[config.mk]
export PLATFORM = sky130hd
export DESIGN_NAME = timer_counter_flat
export DESIGN_NICKNAME = d
export VERILOG_FILES = /design/src/rtl/timer_pkg.sv /design/src/rtl/timer_counter_if.sv /design/src/rtl/timer_byte_merge.sv /design/src/rtl/timer_counter.sv /design/src/flat_wrapper.sv
export SDC_FILE = /design/constraint.sdc
export NUM_CORES = 1
export LEC_CHECK = 0
export CELL_PAD_IN_SITES_DETAIL_PLACEMENT = 0
export CELL_PAD_IN_SITES_GLOBAL_PLACEMENT = 1
export CORE_ASPECT_RATIO = 2
export CORE_MARGIN = 2
export CORE_UTILIZATION = 48
export DETAILED_ROUTE_END_ITERATION = 12
export DONT_BUFFER_PORTS = 1
export PLACE_DENSITY_LB_ADDON = 0.1
export SYNTH_ARGS = -nofsm -noshare
export SYNTH_HDL_FRONTEND = slang
export SYNTH_SLANG_ARGS = --single-unit
[constraint.sdc]
create_clock -name clk -period 3.3 [get_ports clk]
set_clock_uncertainty 0.1 [all_clocks]
set_input_delay 0.825 -clock clk [delete_from_list [all_inputs] [get_ports clk]]
set_output_delay 0.825 -clock clk [all_outputs]
set_load 0.05 [all_outputs]
[src/rtl/timer_pkg.sv]
// Shared definitions for the timer_counter block: FSM states, register map, CTRL layout and modes.
package timer_pkg;

    typedef enum logic [1:0] {
        StIdle,
        StLoad,
        StCnt,
        StInt
    } timer_state_e;

    localparam logic [1:0] RegCtrl   = 2'd0;
    localparam logic [1:0] RegPreset = 2'd1;
    localparam logic [1:0] RegCount  = 2'd2;
    localparam logic [1:0] RegRsvd   = 2'd3;

    localparam int unsigned CtrlEnBit   = 0;
    localparam int unsigned CtrlModeLsb = 1;
    localparam int unsigned CtrlImBit   = 3;

    localparam logic [1:0] ModeOneShot = 2'd0;
    localparam logic [1:0] ModeReload  = 2'd1;

    // Only MODE 1 reloads; the two unused encodings fall back to one-shot.
    function automatic logic is_reload(input logic [1:0] mode);
        return mode == ModeReload;
    endfunction

endpackage

[src/rtl/timer_counter_if.sv]
// Data-port bus between the address bridge (master) and the timer (slave).
interface timer_counter_if;
    logic [31:0] addr;
    logic        we;
    logic [3:0]  byteen;
    logic [31:0] wdata;
    logic [31:0] rdata;
    logic        irq;

    modport master (output addr, we, byteen, wdata, input rdata, irq);
    modport slave  (input addr, we, byteen, wdata, output rdata, irq);
endinterface

[src/rtl/timer_byte_merge.sv]
// Byte-enable merge: enabled bytes take wdata, the rest keep the old word.
module timer_byte_merge #(
    parameter int unsigned Width = 32,
    localparam int unsigned NumBytes = (Width + 7) / 8
) (
    input  logic [Width-1:0]    old_i,
    input  logic [Width-1:0]    wdata_i,
    input  logic [NumBytes-1:0] byteen_i,
    output logic [Width-1:0]    merged_o
);
    for (genvar b = 0; b < NumBytes; b++) begin : g_byte
        localparam int unsigned Lsb = 8 * b;
        localparam int unsigned W   = (Width - Lsb < 8) ? Width - Lsb : 8;
        assign merged_o[Lsb +: W] = byteen_i[b] ? wdata_i[Lsb +: W] : old_i[Lsb +: W];
    end
endmodule

[src/rtl/timer_counter.sv]
// Memory-mapped down-counting timer with one-shot and auto-reload modes.
// Interrupt path (IM bit, irq_flag, irq) present only when TIMER_IRQ_EN is defined.
module timer_counter
    import timer_pkg::*;
#(
    parameter logic [31:0] RESET_PRESET = 32'h0
) (
    input logic            clk,
    input logic            reset,
    timer_counter_if.slave bus
);
    timer_state_e state_q;
    logic [3:0]   ctrl_q;
    logic [31:0]  preset_q;
    logic [31:0]  count_q;

    logic [3:0]  ctrl_merged;
    logic [3:0]  ctrl_d;
    logic [31:0] preset_merged;
    logic        wr_hit;
    logic        wr_ctrl;
    logic        wr_preset;
    logic        ctrl_en;
    logic        reload;
    logic        unused_addr;

    assign wr_hit    = bus.we && (bus.byteen != 4'b0000);
    assign wr_ctrl   = wr_hit && (bus.addr[3:2] == RegCtrl);
    assign wr_preset = wr_hit && (bus.addr[3:2] == RegPreset);
    assign ctrl_en   = ctrl_q[CtrlEnBit];
    assign reload    = is_reload(ctrl_q[CtrlModeLsb +: 2]);

    assign unused_addr = ^{bus.addr[31:4], bus.addr[1:0]};

    timer_byte_merge #(.Width(4)) u_ctrl_merge (
        .old_i   (ctrl_q),
        .wdata_i (bus.wdata[3:0]),
        .byteen_i(bus.byteen[0]),
        .merged_o(ctrl_merged)
    );

    timer_byte_merge #(.Width(32)) u_preset_merge (
        .old_i   (preset_q),
        .wdata_i (bus.wdata),
        .byteen_i(bus.byteen),
        .merged_o(preset_merged)
    );

`ifdef TIMER_IRQ_EN
    assign ctrl_d = ctrl_merged;
`else
    logic unused_im;
    assign unused_im = ctrl_merged[CtrlImBit];
    assign ctrl_d    = {1'b0, ctrl_merged[2:0]};
`endif

    always_ff @(posedge clk or posedge reset) begin
        if (reset) begin
            state_q  <= StIdle;
            ctrl_q   <= '0;
            preset_q <= RESET_PRESET;
            count_q  <= '0;
        end else begin
            if (wr_preset) preset_q <= preset_merged;
            unique case (state_q)
                StIdle: if (ctrl_en) state_q <= StLoad;
                StLoad: begin
                    count_q <= preset_q;
                    state_q <= StCnt;
                end
                StCnt: begin
                    if (!ctrl_en) begin
                        state_q <= StIdle;
                    end else if (count_q <= 32'd1) begin
                        count_q <= '0;
                        state_q <= StInt;
                    end else begin
                        count_q <= count_q - 32'd1;
                    end
                end
                StInt: begin
                    state_q <= StIdle;
                    if (!reload) ctrl_q[CtrlEnBit] <= 1'b0;
                end
                default: state_q <= StIdle;
            endcase
            // A software CTRL write in the same cycle overrides the one-shot EN clear.
            if (wr_ctrl) ctrl_q <= ctrl_d;
        end
    end

`ifdef TIMER_IRQ_EN
    logic irq_flag_q;

    always_ff @(posedge clk or posedge reset) begin
        if (reset) begin
            irq_flag_q <= 1'b0;
        end else if (wr_ctrl || wr_preset) begin
            irq_flag_q <= 1'b0;
        end else if (state_q == StCnt && ctrl_en && count_q <= 32'd1) begin
            irq_flag_q <= 1'b1;
        end else if (state_q == StInt && reload) begin
            irq_flag_q <= 1'b0;
        end
    end

    assign bus.irq = ctrl_q[CtrlImBit] & irq_flag_q;
`else
    assign bus.irq = 1'b0;
`endif

    always_comb begin
        bus.rdata = '0;
        unique case (bus.addr[3:2])
            RegCtrl:   bus.rdata = {28'd0, ctrl_q};
            RegPreset: bus.rdata = preset_q;
            RegCount:  bus.rdata = count_q;
            default:   bus.rdata = '0;
        endcase
    end
endmodule

[src/flat_wrapper.sv]
// flat-port wrapper written by rule: the top's interface ports become plain ports
module timer_counter_flat import timer_pkg::*;
#(
    parameter logic [31:0] RESET_PRESET = 32'h0
)
  (clk, reset, bus_addr, bus_we, bus_byteen, bus_wdata, bus_rdata, bus_irq);
  timer_counter_if bus_i ();
  input logic clk;
  input logic reset;
  input wire logic [$bits(bus_i.addr)-1:0] bus_addr;
  input wire logic [$bits(bus_i.we)-1:0] bus_we;
  input wire logic [$bits(bus_i.byteen)-1:0] bus_byteen;
  input wire logic [$bits(bus_i.wdata)-1:0] bus_wdata;
  output wire logic [$bits(bus_i.rdata)-1:0] bus_rdata;
  output wire logic [$bits(bus_i.irq)-1:0] bus_irq;
  assign bus_i.addr = bus_addr;
  assign bus_i.we = bus_we;
  assign bus_i.byteen = bus_byteen;
  assign bus_i.wdata = bus_wdata;
  assign bus_rdata = bus_i.rdata;
  assign bus_irq = bus_i.irq;
  timer_counter #(.RESET_PRESET(RESET_PRESET)) u_core (.clk(clk), .reset(reset), .bus(bus_i));
endmodule
# [Yosys cells after proc, flatten, opt, wreduce, memory -nomap -nowiden]
# Cells that the tools add are included.
[totals] output_inout_bits=33 word_cells=49 reg_bits=69 in_bits=71
[op_classes] addsub=1 n_eq_ne=11 reduce_logical=16 mux=12 magnitude_cmp=1
[ops] cell="case mux 32 bit (3 select lines)" count=1
[ops] cell="two-way mux 32 bit" count=2
[ops] cell="case mux 32 bit (2 select lines)" count=1
[ops] cell="less-or-equal comparator 32 x 1 -> 1 bit (second input constant)" count=1
[ops] cell="subtractor 32 x 1 -> 32 bit (second input constant)" count=1
[ops] cell="AND reduction 2 bit" count=7
[ops] cell="case mux 2 bit (4 select lines)" count=1
[ops] cell="equality test 2 x 1 -> 1 bit (second input constant)" count=3
[ops] cell="equality test 2 bit (second input constant)" count=3
[ops] cell="two-way mux 2 bit" count=3
[ops] cell="!= test 2 x 1 -> 1 bit (second input constant)" count=3
[ops] cell="logical NOT 2 bit" count=2
[ops] cell="two-way mux 1 bit" count=4
[ops] cell="nonzero test 2 bit" count=2
[ops] cell="nonzero test 4 bit" count=1
[ops] cell="logical AND 1 bit" count=3
[ops] cell="!= test 3 bit (second input constant)" count=1
[ops] cell="AND reduction 3 bit" count=1
[ops] cell="!= test 2 bit (second input constant)" count=1

# [Longest topological paths before layout]
[depth] ltp_word=5 depth_mapped=8 depth_no_buf=7

# [Hierarchy]
# A second synthesis with hierarchy kept.
[hier_totals] cells_unflattened=413 area_unflattened_um2=4429.2
[modules_own_cells] mod="timer_counter" area_per_inst_um2=3858.7 seq_area_each_um2=1726.7 instances=1 cells_per_inst=373
[modules_own_cells] mod="timer_byte_merge at u_core.u_preset_merge" area_per_inst_um2=525.5 seq_area_each_um2=0.0 instances=1 cells_per_inst=36
[modules_own_cells] mod="timer_byte_merge at u_core.u_ctrl_merge" area_per_inst_um2=45.0 seq_area_each_um2=0.0 instances=1 cells_per_inst=4

# [Worst setup path after synthesis]
# Ideal clock, no wire load.
[synth_path] path_kind="input to output" startpoint="input port bus_addr[3]" endpoint="output port bus_rdata[10]" path_slack_ns=0.087 n_path_buf=3 path_stages=5 t_required_ns=2.375 arrival_ns=2.288 cell_sequence="clkbuf_1 nor2b_1 clkbuf_1 clkbuf_1 a22o_1"
[synth_between] elab_chain_len=2 elab_cells_between_ends=4 classes_between="eq/ne: 2; mux: 1; reduce/logical: 1"
[synth_lines] element="start, declared" line_no="flat_wrapper.sv:10" text="input wire logic [$bits(bus_i.addr)-1:0] bus_addr;"
[synth_lines] element="equality test 2 bit (tied with other cells)" line_no="timer_counter.sv:114" text="unique case (bus.addr[3:2])"
[synth_lines] element="case mux 32 bit (3 select lines) *" line_no="timer_counter.sv:114"
[synth_lines] element="end, declared" line_no="flat_wrapper.sv:14" text="output wire logic [$bits(bus_i.rdata)-1:0] bus_rdata;"
# Mark *: on every way between the ends. The rest lies on a longest branch, timed or not.

# [Worst setup path in the final report]
[layout_path] startpoint="input port bus_addr[2]" endpoint="output port bus_rdata[14]"
# The elaborated chain is that of the path after synthesis.

==> impl_metrics.env <==
export IMPL_synth_main_ff_cell="dfrtp_1"
export IMPL_relSlewSlack=0.4913
export IMPL_synth_largest_area_cell="dfrtp_1"
export IMPL_row_count=47
export IMPL_critPathCapture="bus_rdata[14]"
export IMPL_cts_buffers_inserted=9
export IMPL_layout_drive_gt1_share=0.2517
export IMPL_firstDrtPassIters=5
export IMPL_diodes=0
export IMPL_syn_inst=416
export IMPL_place_area_um2=4464
export IMPL_async_flop_share=1.000
export IMPL_synth_avg_cell_area_um2=9.793
export IMPL_postCtsSetupBuffers=0
export IMPL_cts_tree="done"
export IMPL_synth_cell_types=56
export IMPL_holdWs_ns=0.2872
export IMPL_fin_crit_sh=0.7904
export IMPL_p_leak_nw=2.016
export IMPL_worstMarginPinSlew_ns=0.7560
export IMPL_fin_util=0.5804
export IMPL_wl_per_cell_um=22.48
export IMPL_die_w_um=69.15
export IMPL_finalWirelength_um=12300
export IMPL_drt_iter0_drc=326
export IMPL_ir_drop_mv=0.4925
export IMPL_worstSetupStartpoint="bus_addr[2]"
export IMPL_cts_root_buffer="clkbuf_16"
export IMPL_min_period_ns=2.608
export IMPL_fmax_ghz=0.3834
export IMPL_crit_arrival_ns=1.68
export IMPL_clock_path_buffers=2
export IMPL_ff2ff_path_depth=6
export IMPL_synth_edf_count=0
export IMPL_hold_path_class="in2async"
export IMPL_hold_viol=0
export IMPL_core_area_um2=8233
export IMPL_n_fill_cell=759
export IMPL_grt_ovfl_total=0
export IMPL_cts_sinks=69
export IMPL_synth_yosys_seq_area_share=0.4238
export IMPL_antenna_found_initial=0
export IMPL_r2r_start="u_core.count_q[28]$_DFFE_PP0P_"
export IMPL_crit_fanout=15
export IMPL_yosys_warnings=0
export IMPL_layout_cells_non_filler=547
export IMPL_cts_hold_buf=0
export IMPL_rsz0062_at_grt="no"
export IMPL_place_gp_congestion=0.9552
export IMPL_synth_top_area_frac=0.4238
export IMPL_clk_latency_ns=0.34
export IMPL_pre_cts_ws_ns=0.6958
export IMPL_required_ns=2.37
export IMPL_critical_path_class="in2out"
export IMPL_grt_max_degree=28
export IMPL_power_density_nw_per_um2=940.9
export IMPL_die_area_um2=9285
export IMPL_nets=518
export IMPL_setup_violations_final=0
export IMPL_synth_nets=489
export IMPL_num_vias=3658
export IMPL_hpwl_um=8934
export IMPL_io_pins=104
export IMPL_fin_total_pwr_mw=4.496
export IMPL_finalSetupTns_ns=0
export IMPL_end_kind="output pin"
export IMPL_final_max_slew_viol_count=0
export IMPL_dp_cells=532
export IMPL_maxCapViolations=0
export IMPL_initial_core_util=0.4948
export IMPL_port_buffers=0
export IMPL_syn_area_um2=4074
export IMPL_die_h_um=134.3
export IMPL_via_per_inst=6.687
export IMPL_cts_htree_levels=3
export IMPL_final_setup_worst_slack_ns=0.6916
export IMPL_ys_seq_elements=69
export IMPL_cp_start_kind="primary input"
export IMPL_status="complete, no violations"
export IMPL_ant_nets=0
export IMPL_grt_pass1_vias=3623
export IMPL_regToRegSetupSlack_ns=0.75
export IMPL_area_growth_pct=17.29
export IMPL_yosys_top_cells_area="dfrtp_1 (42%), mux2_2 (9.4%), a22o_1 (8.0%)"
export IMPL_design_area_um2=4778
export IMPL_clk_pin_slew_ns=0.06
export IMPL_cts_resized=0
export IMPL_track_usage=0.2675
export IMPL_reg2reg_to="u_core.count_q[21]$_DFFE_PP0P_"
export IMPL_drc=0
export IMPL_grt_pass1_wl_um=19490
==> worst max-delay path: stages <==
cell and delay [ns]:
nor2b_2 0.13, buf_4 0.24, a22o_1 0.49
==> cells in the mapped netlist (all sizes together), types with 3 or more instances <==
cell	instances
mux2i	4
dfrtp	69
buf	9
or3	6
o41a	3
nand3	12
or4	10
inv	10
a22oi	7
a22o	37
nor2b	3
o31ai	14
nand2	33
o41ai	5
o211ai	3
nor2	17
a32oi	4
nor4	9
mux2	34
nand4	9
o221ai	8
a31oi	6
a21oi	12
o22ai	16
o21ai	8
nor3	5
clkbuf	30
nand2b	4
==> cell families (layout without fill, tap and decap cells) <==
group,Yosys count,in the layout,synth area share
AO/OA/AOI/OAI,134,134,0.2497
XOR/XNOR,2,2,0.004301
adder cells (fa/ha/maj),2,2,0.006142
buffers and inverters,50,83,0.05068
flip-flops,69,69,0.4238
multiplexers,38,38,0.1038
other,1,1,0.0009205
AND/OR/NAND/NOR,120,120,0.1606
==> worst min-delay path by stage <==
| stage | start | to | slack (ns) |
|---|---|---|---|
| after global routing | reset | u_core.count_q[27]$_DFFE_PP0P_ | 0.34 |
| after CTS | reset | u_core.count_q[30]$_DFFE_PP0P_ | 0.30 |
| after detailed placement | u_core.preset_q[14]$_DFFE_PP0P_ | u_core.preset_q[14]$_DFFE_PP0P_ | 0.43 |
| after global placement | u_core.preset_q[10]$_DFFE_PP0P_ | u_core.preset_q[10]$_DFFE_PP0P_ | 0.42 |
| after floorplan | u_core.ctrl_q[2]$_DFFE_PP0P_ | u_core.ctrl_q[2]$_DFFE_PP0P_ | 0.39 |
| final | reset | u_core.count_q[30]$_DFFE_PP0P_ | 0.29 |
==> cell usage in the layout, fill, tap and decap left out, types with 4 or more instances in the layout <==
| cell type | netlist | final |
|---|---|---|
| nand2b_1 | 4 | 4 |
| nand2_1 | 33 | 33 |
| buf_4 | 3 | 57 |
| dfrtp_1 | 69 | 69 |
| nand3_1 | 12 | 12 |
| nor3_1 | 5 | 5 |
| o21ai_1 | 2 | 5 |
| nor2_1 | 17 | 17 |
| mux2i_1 | 4 | 4 |
| or3_1 | 6 | 6 |
| o41ai_1 | 5 | 5 |
| inv_1 | 10 | 9 |
| o221ai_1 | 8 | 8 |
| nand4_1 | 8 | 8 |
| a31oi_1 | 6 | 6 |
| mux2_2 | 34 | 34 |
| a32oi_1 | 4 | 4 |
| clkbuf_16 | 0 | 9 |
| a22oi_1 | 7 | 7 |
| o31ai_1 | 14 | 14 |
| a22o_1 | 37 | 37 |
| a21oi_1 | 12 | 12 |
| or4_1 | 9 | 9 |
| o22ai_1 | 16 | 16 |
| nor4_1 | 8 | 8 |
==> final cells by class <==
| class | instances | area (um^2) | area share |
|---|---|---|---|
| inverter | 11 | 41.29 | 0.008641 |
| clock inverter | 5 | 75.07 | 0.01571 |
| multi-input combinational | 297 | 2146 | 0.4491 |
| clock buffer | 10 | 239.0 | 0.05001 |
| timing repair buffer | 57 | 427.9 | 0.08955 |
| sequential | 69 | 1727 | 0.3614 |
| tap | 98 | 122.6 | 0.02566 |
==> state kept, by name, summed over array words and instances (netlist names) <==
| register | flops |
|---|---|
| u_core.count_q | 32 |
| u_core.ctrl_q | 3 |
| u_core.preset_q | 32 |
| u_core.state_q | 2 |
==> per-layer routing <==
layer | vias to the layer above | part of all wire | track usage | wire length [um]
li1 | 1684 | - | - | -
met1 | 1831 | 0.37 | 0.3012 | 4515
met2 | 117 | 0.56 | 0.4968 | 6923
met3 | 26 | 0.043 | 0.03907 | 527
met4 | 0 | 0.027 | 0.1078 | 330
met5 | - | 0 | 0 | 0
==> power breakdown <==
| part | switching (mW) | internal [mW] |
|---|---|---|
| Clock | 0.356 | 0.673 |
| Combinational | 1.10 | 0.760 |
| Sequential | 0.453 | 1.15 |
| Total | 1.91 | 2.58 |
Note: power is estimated with default switching activity, not from simulation.
